**src/rtl/fetch_unit.sv**
```systemverilog
// ---------------------------------------------------------------------------
// fetch_unit
//
// Instruction fetch stage sitting directly in front of decode. It walks a
// sequential PC, issues requests to instruction memory over a valid/ready
// port, and collects the in-order responses as {pc, instr} pairs in a small
// buffer. Decode drains that buffer with a valid/ready handshake. A redirect
// from execute flushes the buffer, and any responses still in flight for
// the old path are discarded as they arrive.
//
// Ports
//   clk              rising-edge clock for all state
//   rst              synchronous, active-high reset
//   imem_req_valid   request valid toward instruction memory
//   imem_req_ready   memory accepts the request this cycle
//   imem_req_addr    request address (current fetch PC)
//   imem_resp_valid  response valid (in order, never back-pressured)
//   imem_resp_data   fetched instruction word
//   redirect_valid   single-cycle redirect pulse from execute
//   redirect_pc      redirect target (passed through even if misaligned)
//   instr_valid      buffer head valid toward decode
//   instr_ready      decode accepts the head
//   instr_out        head instruction word (0 when empty)
//   pc_out           PC of the head instruction (0 when empty)
// ---------------------------------------------------------------------------
module fetch_unit #(
  parameter int                    INSTR_WIDTH = 32,
  parameter int                    ADDR_WIDTH  = 32,
  parameter logic [ADDR_WIDTH-1:0] RESET_PC    = 32'h0000_0000,
  parameter int                    FIFO_DEPTH  = 4
) (
  input  logic                   clk,
  input  logic                   rst,
  output logic                   imem_req_valid,
  input  logic                   imem_req_ready,
  output logic [ADDR_WIDTH-1:0]  imem_req_addr,
  input  logic                   imem_resp_valid,
  input  logic [INSTR_WIDTH-1:0] imem_resp_data,
  input  logic                   redirect_valid,
  input  logic [ADDR_WIDTH-1:0]  redirect_pc,
  output logic                   instr_valid,
  input  logic                   instr_ready,
  output logic [INSTR_WIDTH-1:0] instr_out,
  output logic [ADDR_WIDTH-1:0]  pc_out
);

  localparam int PTR_W = $clog2(FIFO_DEPTH);
  localparam int CNT_W = PTR_W + 1;

  localparam logic [CNT_W-1:0]      CNT_ZERO  = {CNT_W{1'b0}};
  localparam logic [CNT_W-1:0]      CNT_ONE   = CNT_W'(1'b1);
  localparam logic [CNT_W-1:0]      DEPTH_CNT = CNT_W'(FIFO_DEPTH);
  localparam logic [CNT_W:0]        DEPTH_SUM = (CNT_W + 1)'(FIFO_DEPTH);
  localparam logic [PTR_W-1:0]      PTR_ZERO  = {PTR_W{1'b0}};
  localparam logic [PTR_W-1:0]      PTR_ONE   = PTR_W'(1'b1);
  localparam logic [ADDR_WIDTH-1:0] PC_STEP   = ADDR_WIDTH'(32'd4);

  typedef enum logic [0:0] {
    ST_FETCH = 1'b0,
    ST_DRAIN = 1'b1
  } state_t;

  state_t                  state_r;
  state_t                  state_nxt_s;
  logic [ADDR_WIDTH-1:0]   fetch_pc_r;
  logic [CNT_W-1:0]        outstanding_r;
  logic [CNT_W-1:0]        outstanding_nxt_s;
  logic [CNT_W-1:0]        drop_cnt_r;
  logic [CNT_W-1:0]        drop_nxt_s;

  // Instruction buffer toward decode.
  logic [INSTR_WIDTH-1:0]  fifo_instr_r [FIFO_DEPTH];
  logic [ADDR_WIDTH-1:0]   fifo_pc_r    [FIFO_DEPTH];
  logic [PTR_W-1:0]        wr_ptr_r;
  logic [PTR_W-1:0]        rd_ptr_r;
  logic [CNT_W-1:0]        count_r;

  // PCs of requests that are in flight, oldest at pcq_rd_r.
  logic [ADDR_WIDTH-1:0]   pcq_r [FIFO_DEPTH];
  logic [PTR_W-1:0]        pcq_wr_r;
  logic [PTR_W-1:0]        pcq_rd_r;

  logic                    credit_s;
  logic                    req_valid_s;
  logic                    req_fire_s;
  logic                    resp_keep_s;
  logic                    head_valid_s;
  logic                    pop_s;
  logic                    full_s;

  // Credit counts in-flight requests as already occupying the buffer, so a
  // response can always be pushed without back-pressuring memory.
  assign credit_s     = ({1'b0, count_r} + {1'b0, outstanding_r}) < DEPTH_SUM;
  assign req_valid_s  = !rst && (state_r == ST_FETCH) && credit_s;
  assign req_fire_s   = req_valid_s && imem_req_ready;
  assign resp_keep_s  = imem_resp_valid && (state_r == ST_FETCH);
  assign head_valid_s = (count_r != CNT_ZERO);
  assign full_s       = (count_r == DEPTH_CNT);
  assign pop_s        = instr_valid && instr_ready;

  assign imem_req_valid = req_valid_s;
  assign imem_req_addr  = fetch_pc_r;
  assign instr_valid    = !rst && head_valid_s;
  assign instr_out      = instr_valid ? fifo_instr_r[rd_ptr_r] : {INSTR_WIDTH{1'b0}};
  assign pc_out         = instr_valid ? fifo_pc_r[rd_ptr_r]    : {ADDR_WIDTH{1'b0}};

  // Outstanding-request count after this cycle's accept and response.
  always_comb begin
    outstanding_nxt_s = outstanding_r;
    case ({req_fire_s, imem_resp_valid})
      2'b10:   outstanding_nxt_s = outstanding_r + CNT_ONE;
      2'b01:   outstanding_nxt_s = outstanding_r - CNT_ONE;
      default: outstanding_nxt_s = outstanding_r;
    endcase
  end

  // Next-state logic: DRAIN discards stale responses until none remain.
  always_comb begin
    state_nxt_s = state_r;
    drop_nxt_s  = drop_cnt_r;
    case (state_r)
      ST_FETCH: begin
        state_nxt_s = ST_FETCH;
        drop_nxt_s  = drop_cnt_r;
      end
      ST_DRAIN: begin
        if (imem_resp_valid) begin
          drop_nxt_s = drop_cnt_r - CNT_ONE;
        end else begin
          drop_nxt_s = drop_cnt_r;
        end
        if (drop_nxt_s == CNT_ZERO) begin
          state_nxt_s = ST_FETCH;
        end else begin
          state_nxt_s = ST_DRAIN;
        end
      end
      default: begin
        state_nxt_s = ST_FETCH;
        drop_nxt_s  = CNT_ZERO;
      end
    endcase
    // Everything still in flight after this cycle belongs to the old path,
    // including a request accepted in the redirect cycle itself.
    if (redirect_valid) begin
      drop_nxt_s = outstanding_nxt_s;
      if (outstanding_nxt_s == CNT_ZERO) begin
        state_nxt_s = ST_FETCH;
      end else begin
        state_nxt_s = ST_DRAIN;
      end
    end else begin
      state_nxt_s = state_nxt_s;
      drop_nxt_s  = drop_nxt_s;
    end
  end

  // FSM state, counters and fetch PC.
  always_ff @(posedge clk) begin
    if (rst) begin
      state_r       <= ST_FETCH;
      drop_cnt_r    <= CNT_ZERO;
      outstanding_r <= CNT_ZERO;
      fetch_pc_r    <= RESET_PC;
    end else begin
      state_r       <= state_nxt_s;
      drop_cnt_r    <= drop_nxt_s;
      outstanding_r <= outstanding_nxt_s;
      if (redirect_valid) begin
        fetch_pc_r <= redirect_pc;
      end else if (req_fire_s) begin
        fetch_pc_r <= fetch_pc_r + PC_STEP;
      end else begin
        fetch_pc_r <= fetch_pc_r;
      end
    end
  end

  // Instruction buffer pointers and occupancy; a redirect flushes it and
  // swallows any same-cycle push or pop.
  always_ff @(posedge clk) begin
    if (rst) begin
      wr_ptr_r <= PTR_ZERO;
      rd_ptr_r <= PTR_ZERO;
      count_r  <= CNT_ZERO;
    end else if (redirect_valid) begin
      wr_ptr_r <= PTR_ZERO;
      rd_ptr_r <= PTR_ZERO;
      count_r  <= CNT_ZERO;
    end else begin
      if (resp_keep_s) begin
        wr_ptr_r <= wr_ptr_r + PTR_ONE;
      end else begin
        wr_ptr_r <= wr_ptr_r;
      end
      if (pop_s) begin
        rd_ptr_r <= rd_ptr_r + PTR_ONE;
      end else begin
        rd_ptr_r <= rd_ptr_r;
      end
      case ({resp_keep_s, pop_s})
        2'b10:   count_r <= count_r + CNT_ONE;
        2'b01:   count_r <= count_r - CNT_ONE;
        default: count_r <= count_r;
      endcase
    end
  end

  // Buffer storage: the kept response is paired with its oldest in-flight PC.
  always_ff @(posedge clk) begin
    if (resp_keep_s) begin
      fifo_instr_r[wr_ptr_r] <= imem_resp_data;
      fifo_pc_r[wr_ptr_r]    <= pcq_r[pcq_rd_r];
    end
  end

  // In-flight PC queue pointers.
  always_ff @(posedge clk) begin
    if (rst) begin
      pcq_wr_r <= PTR_ZERO;
      pcq_rd_r <= PTR_ZERO;
    end else if (redirect_valid) begin
      pcq_wr_r <= PTR_ZERO;
      pcq_rd_r <= PTR_ZERO;
    end else begin
      if (req_fire_s) begin
        pcq_wr_r <= pcq_wr_r + PTR_ONE;
      end else begin
        pcq_wr_r <= pcq_wr_r;
      end
      if (resp_keep_s) begin
        pcq_rd_r <= pcq_rd_r + PTR_ONE;
      end else begin
        pcq_rd_r <= pcq_rd_r;
      end
    end
  end

  // In-flight PC queue storage: record the address of each accepted request.
  always_ff @(posedge clk) begin
    if (req_fire_s) begin
      pcq_r[pcq_wr_r] <= fetch_pc_r;
    end
  end

  fetch_unit_checker #(
    .CNT_W (CNT_W)
  ) u_checker (
    .clk         (clk),
    .rst         (rst),
    .resp_valid  (imem_resp_valid),
    .outstanding (outstanding_r),
    .push        (resp_keep_s),
    .full        (full_s)
  );

endmodule

// ---------------------------------------------------------------------------
// fetch_unit_checker
//
// Protocol and internal-consistency properties for fetch_unit.
//
// Ports
//   clk          clock
//   rst          synchronous reset (properties disabled while high)
//   resp_valid   memory response valid
//   outstanding  requests accepted but not yet answered
//   push         a response is written into the instruction buffer
//   full         instruction buffer is full
// ---------------------------------------------------------------------------
module fetch_unit_checker #(
  parameter int CNT_W = 3
) (
  input logic             clk,
  input logic             rst,
  input logic             resp_valid,
  input logic [CNT_W-1:0] outstanding,
  input logic             push,
  input logic             full
);

  // Memory must never answer a request that was not made.
  a_resp_has_request: assert property (
    @(posedge clk) disable iff (rst) resp_valid |-> (outstanding != {CNT_W{1'b0}})
  );

  // Credit accounting must keep the buffer from overflowing.
  a_no_push_when_full: assert property (
    @(posedge clk) disable iff (rst) push |-> !full
  );

endmodule
```
**config.mk**
```make
export PLATFORM = sky130hd
export DESIGN_NAME = fetch_unit
export DESIGN_NICKNAME = d
export VERILOG_FILES = /design/src/rtl/fetch_unit.sv
export SDC_FILE = /design/constraint.sdc
export NUM_CORES = 1
export LEC_CHECK = 0
export ABC_CLOCK_PERIOD_IN_PS = 3200
export CORE_MARGIN = 2
export CORE_UTILIZATION = 51
export CTS_CLUSTER_SIZE = 20
export DETAILED_ROUTE_END_ITERATION = 8
export PLACE_DENSITY = 0.75
export SLEW_MARGIN = 20
export SYNTH_ARGS = -nofsm -noshare
export SYNTH_HDL_FRONTEND = slang
export SYNTH_SLANG_ARGS = --single-unit
```
**constraint.sdc**
```tcl
create_clock -name clk -period 3.2 [get_ports clk]
set_clock_uncertainty 0.05 [all_clocks]
set_input_delay 0.64 -clock clk [delete_from_list [all_inputs] [get_ports clk]]
set_output_delay 0.64 -clock clk [all_outputs]
set_load 0.01 [all_outputs]
```
; Word level (Yosys, flattened, before mapping)
; Memories as Yosys holds them, arrays and structs flattened. A register that Yosys moved wholly into a read port is not among the register bits.
; Index checks and enable logic that the tools add are counted.
[op_classes]
n_addsub = 11
mul = 0
n_div = 0
magnitude_cmp = 1
n_eq_ne = 5
shifts = 0
mux = 24
bitwise = 1
n_reduce_logical = 13
[ops]
columns = cell, n
row1 = 32-bit 2-to-1 mux, 4
row2 = 32-bit by 3-bit adder with 32-bit output (second input constant), 1
row3 = 2-bit 2-to-1 mux, 6
row4 = 3-bit 2-to-1 mux, 4
row5 = 3-bit one-hot mux with 2 select lines, 2
row6 = 3-bit by 1-bit subtractor with 3-bit output (second input constant), 3
row7 = 2-bit by 1-bit adder with 2-bit output (second input constant), 4
row8 = 1-bit 2-to-1 mux, 7
row9 = 3-bit by 1-bit adder with 3-bit output (second input constant), 2
row10 = 1-bit logical AND, 6
row11 = 3-bit zero test, 2
row12 = 3-bit by 3-bit adder with 4-bit output, 1
row13 = 2-bit by 1-bit equality test with 1-bit output (second input constant), 2
row14 = 2-bit equality test (second input constant), 2
row15 = 4-bit by 3-bit < comparator with 1-bit output (second input constant), 1
row16 = 2-bit nonzero test, 2
row17 = 3-bit nonzero test, 1
row18 = 2-bit != test (second input constant), 1
row19 = 1-bit one-hot mux with 2 select lines, 1
row20 = 2-bit OR reduction, 1
row21 = 1-bit zero test, 1
row22 = 1-bit inverter, 1
[totals]
ff_bits = 50
latchBits = 0
ramBits = 384
romBits = 0
inputBits = 70
out_inout_bits = 98
elab_cells = 67
n_memories = 3
[mem_list]
columns = memory, depth, word_bits, rd, rd_ports_with_merged_regs, write_ports, line
row1 = fifo_instr_r, 4, 32, 1, 1, 1, 72  ; logic [INSTR_WIDTH-1:0] fifo_instr_r [FIFO_DEPTH];
row2 = fifo_pc_r, 4, 32, 1, 1, 1, 73  ; logic [ADDR_WIDTH-1:0] fifo_pc_r [FIFO_DEPTH];
row3 = pcq_r, 4, 32, 1, 1, 1, 79  ; logic [ADDR_WIDTH-1:0] pcq_r [FIFO_DEPTH];

; Logic depth before layout (Yosys ltp)
[depth]
word_depth = 9
mapped_depth = 11
ltp_nobuf = 10

; Worst setup path after synthesis
; Ideal clock, no wire load.
[synth_path]
path_type = input to register
from = input imem_resp_valid
to = memory fifo_instr_r[1][0], enable pin
setup_ns = 0.429
t_arrival_ns = 2.592
required_ns = 2.721
setup_slack_ns = 0.129
stages = 3
n_path_buf = 1
path_cell_list = nor2b_1 -> clkbuf_1 -> and2_1
[synth_between]
elab_chain_cells = 3
[synth_rtl]
columns = element, line
row1 = "start, declared", 37  ; input logic imem_resp_valid,
row2 = 1-bit logical AND, 96  ; assign resp_keep_s = imem_resp_valid && (state_r == ST_FETCH);
row3 = 1-bit 2-to-1 mux, 211  ; if (resp_keep_s) begin
row4 = 1-bit 2-to-1 mux (not written as such), 212  ; fifo_instr_r[wr_ptr_r] <= imem_resp_data;
row5 = "end, declared", 72
; No other way between the ends.

==> metrics.csv <==
stage;metric;value;unit
clocking;cts-hold-fix-buffers;0;
timing;tightest_slew;762.7;ps
routing;routed-wl-met2;17060;µm
routing;routedWlPerCell;21.26;µm
routing;vias_per_cell;5.711;
routing;drc_errors;0;
synth;yosysSeqAreaShare;72.52;%
clocking;root_buffer;clkbuf_16;
timing;setup_viol;0;
synth;syn_nets;1037;
grt;grt_max_degree;66;
final_layout;nets;1245;
die;ios;168;
die;dieArea;35590;µm²
setup_path;critical_path_arrival;2430;ps
synth;netlist.area_leader.share;66.31;%
die;rows;67;
clocking;cts_buffers;43;
grt;grt.total_usage;19.81;%
timing;max_freq;320.4;MHz
pwr;static-leakage-power;6.975;nW
setup_path;worst_setup_path_end_kind;primary output;
grt;antenna_found_initial;0;
synth;syn_area_per_cell;18.29;µm²
placement;dp.cells;1556;
die;start_util;51.86;%
routing;drt-initial-drc-count;849;
final_layout;fillers;2324;
die;design.core.area;33530;µm²
final_layout;seqCellArea;12620;µm²
synth;synth_most_common_cell;edfxtp_1;
synth;netlist_instances;951;
routing;wl_met1;14980;µm
clocking;cts_tree;built;
final_layout;drive_above_1_share;17.59;%
synth;synth-seq-cells;438;
grt;grt_pass1_wl;54430;µm
timing;hold_violations;0;
run;maxCapViolCount;0;
die;die_x;188.7;µm
synth;synth_area;17390;µm²
clocking;clk_path_buf_depth;3;
clocking;clock-sinks;438;
final_layout;multiInputGateArea;4464;µm²
synth;ys.flop_type;edfxtp_1;
final_layout;diodes;0;
synth;yosys_warnings;0;
synth;synth-edff-count;384;
timing;fin_crit_sh;97.52;%
synth;ys_types;53;
timing;post-route-min-period;3121;ps
final_layout;area_growth;23.07;%
routing;routed_wl;34790;µm
routing;drtAntennaViolNets;0;
worst_hold_path;hold_class;reg2reg;
clocking;h-tree-depth;2;
outcome;status;completed;
pwr;irDropWorstVdd;410.1;µV
setup_path;worstSetupPathType;reg2out;
placement;place_congestion;0.8565;
timing;grt_setup_unrepaired;true;
routing;dr.pass1.iters;7;
grt;grt_remaining_overflow;0;
die;die_height;188.7;µm
clocking;clk_latency;530;ps
routing;vias;9344;
placement;place_hpwl;22090;µm
setup_path;critical_path_peak_fanout;15;
final_layout;instances_no_fill;1636;
pwr;power_density;575.0;nW/µm²
timing;slew_headroom;49.08;%
synth;yosys-top-cells-area;edfxtp_1 (66%), mux4_2 (12%), dfxtp_1 (6.2%);
clocking;clkTransAtPathRegs;60;ps
setup_path;critPathLaunchType;flip-flop;
placement;io_buffers;167;
setup_path;crit_required;2510;ps
synth;synth_common_cells;edfxtp_1 (384), mux4_2 (96), and2_1 (74);
timing;tns;0;ps
synth;async_flop_share;0;%
routing;top_layer;met4;
grt;grt_pass1_vias;9541;
routing;wl_met3;2218;µm
timing;hold_ws;471.9;ps
synth;synth_top_cell_by_area;edfxtp_1;
timing;report.final.slew_viol_count;0;
## per-layer routing
| layer | track usage, % | vias up |
|---|---|---|
| met1 | 27.54 | 4711 |
| li1 | - | 4241 |
| met5 | 0 | - |
| met4 | 4.507 | 0 |
| met3 | 3.464 | 44 |
| met2 | 33.10 | 348 |
## through the flow
stage | area (µm²) | power [W] | worst slack, ps | util [%]
6_report | 21400 | 0.01231 | 79.24 | 63.83
5_1_grt | 21400 | 0.01272 | 3.299 | 63.83
2_1_floorplan | 17390 | 0.007208 | 128.8 | -
4_1_cts | 21370 | 0.01239 | 30.08 | 63.74
3_5_place_dp | 19980 | 0.007674 | 67.17 | 59.59
3_3_place_gp | 19980 | 0.007639 | 152.8 | 59.59
## placed cells by master, fill, tap and decap left out, types with 7 or more instances in the layout
| master | netlist | final |
|---|---|---|
| edfxtp_1 | 384 | 384 |
| clkdlybuf4s50_1 | 0 | 164 |
| mux4_2 | 96 | 96 |
| and2_1 | 74 | 70 |
| dfxtp_1 | 54 | 51 |
| nor2_1 | 48 | 47 |
| clkbuf_16 | 0 | 45 |
| inv_1 | 25 | 25 |
| buf_4 | 0 | 23 |
| buf_12 | 0 | 22 |
| nand2_1 | 16 | 16 |
| nand3_1 | 15 | 15 |
| o21ai_0 | 14 | 14 |
| a211oi_1 | 14 | 14 |
| ha_1 | 14 | 14 |
| and4_1 | 13 | 13 |
| and3_1 | 13 | 13 |
| nand4_1 | 13 | 13 |
| clkbuf_1 | 34 | 13 |
| xnor2_1 | 12 | 12 |
| a2111oi_0 | 9 | 9 |
| clkinv_1 | 0 | 9 |
| or4_1 | 8 | 8 |
| nor3_1 | 7 | 7 |
## final cells by class
cell class / instances / share of cell area (%)
clock buffer: 62 / 5.747
clock inverter: 12 / 0.4618
inverter: 25 / 0.4384
multi-input combinational: 437 / 20.86
sequential: 438 / 58.97
tap: 448 / 2.619
timing repair buffer: 214 / 10.91
## logic make-up (layout without fill, tap and decap cells)
| family | after synthesis | in the layout | share of synthesized area (%) |
|---|---|---|---|
| xor+xnor | 16 | 16 | 0.8058 |
| flops | 438 | 438 | 72.52 |
| compound gates | 75 | 75 | 3.116 |
| mux | 102 | 102 | 12.78 |
| fa+ha+maj | 16 | 16 | 1.238 |
| simple gates | 228 | 228 | 7.634 |
| buf+inv | 76 | 313 | 1.907 |
## power by group
part / total [W] / internal (W) / switching, W
Clock: 0.00475 / 0.00281 / 0.00194
Sequential: 0.00662 / 0.00647 / 0.000150
Combinational: 0.000932 / 0.000479 / 0.000452
Total: 0.0123 / 0.00976 / 0.00255
## sequential cells by signal, indices dropped and copies added, names as in the netlist, named ones only
register	count
fifo_instr_r	128
fifo_pc_r	128
pcq_r	128
imem_req_addr	32
count_r	3
drop_cnt_r	3
outstanding_r	3
pcq_rd_r	2
pcq_wr_r	2
rd_ptr_r	2
wr_ptr_r	2
state_r	1
## final timing paths
path                                          startpoint                  to  slack (ps)  cells past startpoint
worst max-delay path                           flip-flop          pc_out[23]          80                      5
worst min register to register  rd_ptr_r[1]$_SDFFE_PP0P_           flip-flop         470                      2
worst max register to register   count_r[2]$_SDFFE_PP0P_  state_r$_SDFF_PP0_         610                     10
worst min-delay path            rd_ptr_r[1]$_SDFFE_PP0P_           flip-flop         470                      2
## critical path: stages, from the launching register on
cell	delay (ps)
dfxtp_4	380
buf_12	150
buf_16	180
mux4_2	530
and2_1	180
clkdlybuf4s50_1	470
## what timing repair did
action,4_1_cts,5_1_grt
gates resized for setup,0,4
setup buffers,5,1
setup endpoints to repair,54,8
Note: power is estimated with default switching activity, not from simulation.
